==> config.mk <==
export PLATFORM = sky130hd
export DESIGN_NAME = uart_tx_arbiter_flat
export DESIGN_NICKNAME = d
export VERILOG_FILES = /design/src/rtl/uart_tx_arbiter_if.sv /design/src/rtl/uart_tx_arbiter.sv /design/src/flat_wrapper.sv
export SDC_FILE = /design/constraint.sdc
export NUM_CORES = 1
export LEC_CHECK = 0
export CAP_MARGIN = 20
export CORE_ASPECT_RATIO = 0.7
export CORE_MARGIN = 4
export CORE_UTILIZATION = 42
export DETAILED_ROUTE_END_ITERATION = 10
export GPL_ROUTABILITY_DRIVEN = 0
export HOLD_SLACK_MARGIN = 0.1
export MAX_ROUTING_LAYER = met4
export PLACE_DENSITY = 0.79
export SYNTH_ARGS = -nofsm -noshare
export SYNTH_HDL_FRONTEND = slang
export SYNTH_SLANG_ARGS = --single-unit
==> constraint.sdc <==
create_clock -name CLK_125MHZ_FPGA -period 2.3 [get_ports CLK_125MHZ_FPGA]
set_input_delay 0.345 -clock CLK_125MHZ_FPGA [delete_from_list [all_inputs] [get_ports CLK_125MHZ_FPGA]]
set_output_delay 0.345 -clock CLK_125MHZ_FPGA [all_outputs]
set_load 0.005 [all_outputs]
==> src/rtl/uart_tx_arbiter_if.sv <==
// uart_tx_arbiter_if: requester byte ports and the uart_core data_in handshake.
interface uart_tx_arbiter_if #(parameter int NUM_REQ = 4);
  logic [NUM_REQ*8-1:0] req_data;
  logic [NUM_REQ-1:0] req_valid;
  logic [NUM_REQ-1:0] req_ready;
  logic [7:0] tx_data;
  logic tx_valid;
  logic tx_ready;
  logic [$clog2(NUM_REQ)-1:0] grant_id;
  logic busy;
  modport master (output req_data, req_valid, tx_ready, input req_ready, tx_data, tx_valid, grant_id, busy);
  modport slave (input req_data, req_valid, tx_ready, output req_ready, tx_data, tx_valid, grant_id, busy);
endinterface

==> src/rtl/uart_tx_arbiter.sv <==
// uart_tx_arbiter: round-robin byte arbiter with a one-entry buffer feeding uart_core data_in.
// Define UART_ARB_BURST_EN to let one grant carry up to BURST_LEN bytes; otherwise one byte per grant.
module uart_tx_arbiter #(
  parameter int NUM_REQ = 4,
  parameter int BURST_LEN = 8
) (
  input logic CLK_125MHZ_FPGA,
  input logic rst,
  uart_tx_arbiter_if.slave bus
);
  localparam int IW = $clog2(NUM_REQ);
  if (NUM_REQ < 2 || NUM_REQ > 8 || BURST_LEN < 1 || BURST_LEN > 255) begin : g_param_err
    $error("uart_tx_arbiter: parameter out of range");
  end
`ifdef UART_ARB_BURST_EN
  localparam logic [7:0] burst_max = 8'(BURST_LEN);
`else
  localparam logic [7:0] burst_max = 8'd1;
`endif
  typedef enum logic {IDLE, GRANT} state_t;
  state_t state, state_nxt;
  logic [IW-1:0] owner, rr_ptr, pick, idx;
  logic [7:0] cnt, buf_data;
  logic [7:0] req_byte [NUM_REQ];
  logic buf_valid, take, accept, done;
  for (genvar i = 0; i < NUM_REQ; i++) begin : g_byte
    assign req_byte[i] = bus.req_data[8*i +: 8];
  end
  // lowest offset from rr_ptr+1 wins, so the search runs from the far end down
  always_comb begin
    pick = rr_ptr;
    idx = '0;
    for (int k = NUM_REQ - 1; k >= 0; k--) begin
      idx = IW'((int'(rr_ptr) + 1 + k) % NUM_REQ);
      if (bus.req_valid[idx]) pick = idx;
    end
  end
  assign take = state == GRANT && (!buf_valid || bus.tx_ready);
  assign accept = take && bus.req_valid[owner];
  assign done = !bus.req_valid[owner] || (accept && cnt + 8'd1 == burst_max);
  assign bus.req_ready = take ? NUM_REQ'(1) << owner : '0;
  assign bus.tx_valid = buf_valid;
  assign bus.tx_data = buf_data;
  assign bus.grant_id = owner;
  assign bus.busy = state == GRANT || buf_valid;
  always_ff @(posedge CLK_125MHZ_FPGA) begin
    state <= rst ? IDLE : state_nxt;
  end
  always_comb begin
    state_nxt = state;
    state_nxt = state == IDLE ? (|bus.req_valid ? GRANT : IDLE) : (done ? IDLE : GRANT);
  end
  always_ff @(posedge CLK_125MHZ_FPGA) begin
    if (rst) begin
      owner <= '0;
      rr_ptr <= IW'(NUM_REQ - 1);
      cnt <= '0;
      buf_valid <= 1'b0;
      buf_data <= '0;
    end else begin
      if (accept) begin
        buf_valid <= 1'b1;
        buf_data <= req_byte[owner];
      end else if (bus.tx_ready) begin
        buf_valid <= 1'b0;
      end
      if (state == IDLE && |bus.req_valid) begin
        owner <= pick;
        cnt <= '0;
      end else if (accept) begin
        cnt <= cnt + 8'd1;
      end
      if (state == GRANT && done) rr_ptr <= owner;
    end
  end
endmodule

==> src/flat_wrapper.sv <==
// flat-port wrapper written by rule: the top's interface ports become plain ports
module uart_tx_arbiter_flat 
#(
  parameter int NUM_REQ = 4,
  parameter int BURST_LEN = 8
)
  (CLK_125MHZ_FPGA, rst, bus_req_data, bus_req_valid, bus_tx_ready, bus_req_ready, bus_tx_data, bus_tx_valid, bus_grant_id, bus_busy);
  uart_tx_arbiter_if #(.NUM_REQ(NUM_REQ)) bus_i ();
  input logic CLK_125MHZ_FPGA;
  input logic rst;
  input wire logic [$bits(bus_i.req_data)-1:0] bus_req_data;
  input wire logic [$bits(bus_i.req_valid)-1:0] bus_req_valid;
  input wire logic [$bits(bus_i.tx_ready)-1:0] bus_tx_ready;
  output wire logic [$bits(bus_i.req_ready)-1:0] bus_req_ready;
  output wire logic [$bits(bus_i.tx_data)-1:0] bus_tx_data;
  output wire logic [$bits(bus_i.tx_valid)-1:0] bus_tx_valid;
  output wire logic [$bits(bus_i.grant_id)-1:0] bus_grant_id;
  output wire logic [$bits(bus_i.busy)-1:0] bus_busy;
  assign bus_i.req_data = bus_req_data;
  assign bus_i.req_valid = bus_req_valid;
  assign bus_i.tx_ready = bus_tx_ready;
  assign bus_req_ready = bus_i.req_ready;
  assign bus_tx_data = bus_i.tx_data;
  assign bus_tx_valid = bus_i.tx_valid;
  assign bus_grant_id = bus_i.grant_id;
  assign bus_busy = bus_i.busy;
  uart_tx_arbiter #(.NUM_REQ(NUM_REQ), .BURST_LEN(BURST_LEN)) u_core (.CLK_125MHZ_FPGA(CLK_125MHZ_FPGA), .rst(rst), .bus(bus_i));
endmodule
==> key figures, run 1 <==
Timing
  – RSZ-0062 raised after global routing: false
  – Final hold violation count: 0
  – Number of setup violations in the final report: 0
  – Worst Tran Pin Value: between 0.3 and 0.4 ns
  – Crit share post-route: 95.9%
  – Fmax achieved: 453 MHz
  – Slew HR: between 70% and 80%
  – Final Skew: ~0.011 ns
  – Setup TNS Final: 0 ns
  – Minimum clock period: ~2.2 ns
  – Max Slew Vio Count: 0

CTS
  – H-Tree Depth: 1
  – # hold bufs at CTS: 0
  – Cts bufs inserted: 3
  – Resize count post-CTS: 0
  – CTS tree: yes
  – Max clock buf depth: 2
  – CTS Root Buffer Type: clkbuf_8
  – Clock sinks: 22
  – Clock slew at reported path FFs: ~0.090 ns
  – Setup bufs post-CTS: 0
  – Clk_lat worst skew: ~0.27 ns

Worst hold path
  – Hold WC Path Type: flop to flop
  – HP Start: u_core.bus.tx_data[5]

Logic synthesis
  – Post-synthesis cell type count: 38
  – Post-synth EDFFs: 0
  – Yosys reg bits: 22
  – Syn nets: approximately 190
  – Main area contributors after synthesis: dfxtp_1, mux4_2, nand2_1, a21oi_1, nor2_1
  – Yosys top cell area share: 34.1%
  – Syn Std Cell Area: between 1000 and 1500 um2
  – Number of synthesis warnings: 0
  – FFs w/ async S/R, synth: 0%
  – Area leader, netlist: dfxtp_1
  – Top FF cell, synth: dfxtp_1
  – Mapped Avg Cell Area: 8.78 um2
  – Sequential area share after synthesis: ~34%
  – Cell count after synthesis: roughly 150

Critical path
  – R2R cell count: 6
  – Crit-path max cell delay: ~0.53 ns
  – Critical path origin: bus_tx_ready
  – Critical path capture point: bus_req_ready[0]
  – WP data arrival: 1.86 ns
  – Reg-to-reg critical path startpoint: u_core.cnt[0]
  – Reg2reg setup slack: approximately 0.14 ns
  – WP buf/inv: 2
  – Crit-path cells: clkdlybuf4s50_1, nand2b_1, and2_1, nor3b_1, clkdlybuf4s50_1
  – Critical Path End Type: output port
  – Crit path max-delay family: buffers and inverters
  – Data required time of the worst path: roughly 2 ns
  – Stages on worst setup path: 5
  – CP Class: primary input to output port
  – CP max FO: 4
  – Cell mode on critical path: clkdlybuf4s50_1
  – Worst path slowest cell: clkdlybuf4s50_1
  – Reg2reg end: u_core.rr_ptr[1]
  – Critical Path Source Type: primary input

Detailed routing
  – Routed length per instance: ~17 um
  – Number of remaining DRC errors: 0
  – DRT iter0 DRCs: 108
  – DR pass1 iterations: 4
  – Via density: between 5 and 6
  – Drt total wl: 3950 um
  – Antenna-violating nets left: 0
  – Vias: 1307

Floorplanning
  – Die Wd: between 70 and 80 um
  – Cell Rows: 16
  – Core ar.: ~2900 um2
  – Io pins: 55
  – Die ar.: between 4000 and 5000 um2
  – Die Y-Extent: between 50 and 60 um
  – Initial Utilization: about 45%

Layout
  – Most frequent cells in the layout: clkdlybuf4s50_1, nand2_1, dfxtp_1
  – Fillers: around 210
  – Share of layout cells above drive strength 1: 10.3%
  – Antenna diode count: 0
  – Design Area, Final: just under 2000 um2
  – Final #Nets: approximately 250
  – Commonest non-fill, non-tap cell in the layout: clkdlybuf4s50_1
  – Area delta synth->final: 50.7%
  – Final core utilization: about two thirds

Global routing
  – Vias in the first global route: between 1k and 1.5k
  – First-pass GRT wire length: 5850 um
  – Total grt overflow: 0
  – Largest net degree at the start of global routing: 16
  – Initial antenna violation count: 0
  – All-Layer GR Usage: 20.0%

Pwr
  – Combinational Power Share: 34.3%
  – Sequential share of power: between 30% and 40%
  – Maximum VDD drop: between 0.4 and 0.5 mV
  – P_sw: 362 uW
  – Clk pwr share: 29.0%
  – Net Sw Frac: between 20% and 30%
  – Leakage: 0.717 nW
  – Internal power: around 900 uW
  – PD cells: roughly 650 nW/um2

Job
  – MaxCap Viol Count: 0

Place
  – Dpl hpwl: 3100 um
  – Post-DP Area: 1870 um2
  – Port Buf Inserts: 54

Status
  – Outcome: complete, no violations
==> power by group through the flow <==
stage	sequential [mW]	clock, mW	combinational, mW
finish	0.467	0.369	0.436
global route	0.471	0.396	0.470
CTS	0.465	0.365	0.437
detailed placement	0.473	0	0.432
global placement	0.471	0	0.419
floorplan	0.462	0	0.247
==> kinds of logic after synthesis <==
kind of cell	after synthesis	synth area share (%)
AO/OA/AOI/OAI	26	12.7
XOR/XNOR	7	4.75
adder cells (fa/ha/maj)	2	1.94
buffers and inverters	15	5.72
flip-flops	22	34.1
multiplexers	11	17.6
AND/OR/NAND/NOR	64	23.2
==> through the flow <==
stage               cells  hold WS [ns]  total power, mW  worst slack, ns
floorplan             147         0.418            0.708            0.381
global placement      235         0.443            0.891            0.134
detailed placement    235         0.451            0.905           0.0920
CTS                   239         0.465             1.27            0.113
global route          239         0.494             1.34           0.0216
finish                239         0.464             1.27           0.0943
==> worst reg2reg max path: cells and delay by family, from the launching register on <==
family          cells  cell delay (ns)
mux                 1             0.12
compound gates      2             0.51
flops               1             0.39
simple gates        2             0.72
fa+ha+maj           1             0.30
==> how the worst min path moves through the flow <==
stage,cells past startpoint,end
5_1_grt,2,u_core.bus.tx_data[7]
2_1_floorplan,1,u_core.bus.grant_id[1]
3_3_place_gp,2,u_core.bus.tx_data[6]
6_report,2,u_core.bus.tx_data[5]
4_1_cts,2,u_core.bus.tx_data[5]
3_5_place_dp,2,u_core.bus.tx_data[5]
==> routing by layer <==
layer / vias up / share of wire, % / GRT usage (%)
met5: - / 0 / -
met2: 60 / 49 / 31.9
li1: 633 / - / -
met4: 0 / 1.2 / 4.14
met3: 9 / 5.7 / 6.24
met1: 605 / 45 / 25.2
==> Yosys cell counts (all sizes together) (2+ instances only) <==
cell and count:
nor4 2, a221o 2, mux4 9, nor3 2, mux2i 2, clkbuf 3
xor2 5, nand2 25, and3 2, a31oi 2, a21oi 13, dfxtp 22
nand4 3, xnor2 2, or2 2, a211oi 3, inv 7, and2 2
nor2 17, or3 2, nand3 4, ha 2, buf 5
==> sequential cells by signal (all words and copies together), names as in the netlist <==
register	cells
u_core.state	1
u_core.bus.tx_valid	1
u_core.bus.grant_id	2
u_core.rr_ptr	2
u_core.bus.tx_data	8
u_core.cnt	8
==> area by class of cell <==
class | count | area (um2) | area share, %
Clock buffer | 3 | 41.3 | 2.12
Clock inverter | 1 | 30.0 | 1.54
Inverter | 7 | 26.3 | 1.35
Multi-Input combinational cell | 110 | 776 | 39.9
Sequential cell | 22 | 440 | 22.7
Tap cell | 36 | 45.0 | 2.32
Timing Repair Buffer | 60 | 586 | 30.1
Note: power is estimated with default switching activity, not from simulation.
==> inputs of run 2 (changes only) <==
Settings changed: CORE_ASPECT_RATIO 0.7 to not set.
==> run 2 against run 1 <==
Against the previous run: global-route usage down 0.13 points; clock skew is 0.0040 ns lower; fmax grew 0.31%; via count grew 1.1%; critical path type unchanged; highest routed layer unchanged.
==> key figures, run 2 (synthesis gave the netlist of run 1 again) <==
Critical path
  – Reg-to-reg critical path startpoint: u_core.cnt[0]
  – Stages on worst setup path: 5
  – Data required time of the worst path: about 2.0 ns
  – Critical Path Source Type: primary input
  – CP max FO: 4
  – Critical Path End Type: output port
  – Reg2reg end: u_core.rr_ptr[1]
  – R2R cell count: 6
  – Cell mode on critical path: clkdlybuf4s50_1
  – WP data arrival: 1.85 ns
  – Critical path origin: bus_tx_ready
  – Worst path slowest cell: clkdlybuf4s50_1
  – WP buf/inv: 2
  – Crit-path max cell delay: about 0.55 ns
  – Critical path capture point: bus_req_ready[0]
  – Crit path max-delay family: buffers and inverters
  – CP Class: primary input to output port
  – Crit-path cells: clkdlybuf4s50_1, nand2b_2, and2_4, nor3b_2, clkdlybuf4s50_1
  – Reg2reg setup slack: between 0.2 and 0.25 ns

Pwr
  – PD cells: a little over 600 nW/um2
  – Sequential share of power: ~39%
  – P_sw: about 340 uW
  – Net Sw Frac: between 20% and 30%
  – Internal power: 855 uW
  – Tot Pwr: around 1.2 mW
  – Combinational Power Share: 36.6%
  – Clk pwr share: between 20% and 30%
  – Leakage: 0.710 nW
  – Maximum VDD drop: about 0.56 mV

Timing
  – Fmax achieved: roughly 450 MHz
  – Final hold violation count: 0
  – Final Skew: around 0.007 ns
  – Setup TNS Final: 0 ns
  – Minimum clock period: 2.20 ns
  – Number of setup violations in the final report: 0
  – Slew HR: about 74%
  – RSZ-0062 raised after global routing: false
  – Crit share post-route: a little over nine tenths
  – Max Slew Vio Count: 0
  – Final worst-path setup slack: ~0.1 ns
  – Worst Tran Pin Value: approximately 0.39 ns

Detailed routing
  – Drt total wl: 3720 um
  – Via density: approximately 5.7
  – DRT iter0 DRCs: 56
  – Vias: about 1.3k
  – Number of remaining DRC errors: 0
  – Antenna-violating nets left: 0
  – DR pass1 iterations: 4
  – Routed length per instance: 15.9 um

Layout
  – Commonest non-fill, non-tap cell in the layout: clkdlybuf4s50_1
  – Antenna diode count: 0
  – Most frequent cells in the layout: clkdlybuf4s50_1, nand2_1, dfxtp_1
  – Share of layout cells above drive strength 1: 11.4%
  – Final #Nets: 244
  – Fillers: between 200 and 250
  – Design Area, Final: a little under 2000 um2
  – Area delta synth->final: 49.0%

Status
  – Outcome: complete, no violations

Global routing
  – Vias in the first global route: ~1.3k
  – First-pass GRT wire length: about 6200 um
  – Largest net degree at the start of global routing: 16
  – Total grt overflow: 0
  – Initial antenna violation count: 0
  – All-Layer GR Usage: about a fifth

CTS
  – # hold bufs at CTS: 0
  – Clock sinks: 22
  – Setup bufs post-CTS: 0
  – CTS tree: yes
  – Cts bufs inserted: 3
  – Clock slew at reported path FFs: 0.13 ns
  – Clk_lat worst skew: between 0.3 and 0.4 ns
  – CTS Root Buffer Type: clkbuf_4
  – Max clock buf depth: 2
  – H-Tree Depth: 1

Worst hold path
  – Hold WC Path Type: flop to flop
  – Hold Path Depth: 2

Floorplanning
  – Die Wd: roughly 63 um
  – Initial Utilization: between 40% and 50%
  – Cell Rows: 19
  – Io pins: 55
  – Die ar.: ~4000 um2
  – Core ar.: 2850 um2
  – Die Y-Extent: ~63 um

Place
  – Port Buf Inserts: 54
  – Dpl hpwl: just under 3000 um
  – Place WS: -0.0826 ns
  – Post-DP Area: approximately 1900 um2

Job
  – MaxCap Viol Count: 0
run 2: cell count changes in the layout (fill, tap and decap cells not counted), sizes merged:
cell  before  now
buf        6    5
run 2: final cells by class:
cell class              instances  area (um2)  area share, %
flip-flops and latches         22         440           22.9
inverters                       7        26.3           1.37
repair buffers                 59         578           30.1
multi-input cells             110         786           40.9
clock inverters                 1        30.0           1.56
well taps                      31        38.8           2.02
clock buffers                   3        22.5           1.17
run 2: worst min path at each step:
stage                                startpoint                      to  slack (ns)
final                     u_core.bus.tx_data[2]   u_core.bus.tx_data[2]        0.46
after global routing      u_core.bus.tx_data[2]   u_core.bus.tx_data[2]        0.49
after CTS                 u_core.bus.tx_data[2]   u_core.bus.tx_data[2]        0.47
after detailed placement  u_core.bus.tx_data[2]   u_core.bus.tx_data[2]        0.45
after global placement    u_core.bus.tx_data[0]   u_core.bus.tx_data[0]        0.44
after floorplan                             rst  u_core.bus.grant_id[1]        0.42
run 2: through the flow:
| step | hold WS [ns] | utilization [%] | instances |
|---|---|---|---|
| 2_1_floorplan | 0.418 | - | 147 |
| 3_3_place_gp | 0.443 | 65.2 | 229 |
| 3_5_place_dp | 0.447 | 65.2 | 229 |
| 4_1_cts | 0.465 | 67.3 | 233 |
| 5_1_grt | 0.486 | 67.4 | 233 |
| 6_report | 0.463 | 67.4 | 233 |
run 2: what timing repair did:
item / 4_1_cts / 5_1_grt
pin swaps: 0 / 0
gates resized for setup: 2 / 1
setup endpoints to repair: 1 / 2
run 2: routing by layer:
layer | GRT usage [%] | part of all wire, %
met1 | 23.0 | 38
met2 | 35.2 | 57
met3 | 3.73 | 2.9
met4 | 4.85 | 1.4
met5 | - | 0
run 2: worst min-delay path, stage by stage (launching register included):
cell and delay (ns):
dfxtp_1 0.33, nand2_1 0.05, a21oi_1 0.05
run 2: power by group through the flow:
stage                     clock [mW]  sequential, mW  combinational (mW)
after floorplan                    0           0.462               0.247
after global placement             0           0.466               0.419
after detailed placement           0           0.468               0.436
after CTS                      0.305           0.461               0.442
after global routing           0.326           0.470               0.479
final                          0.296           0.463               0.439
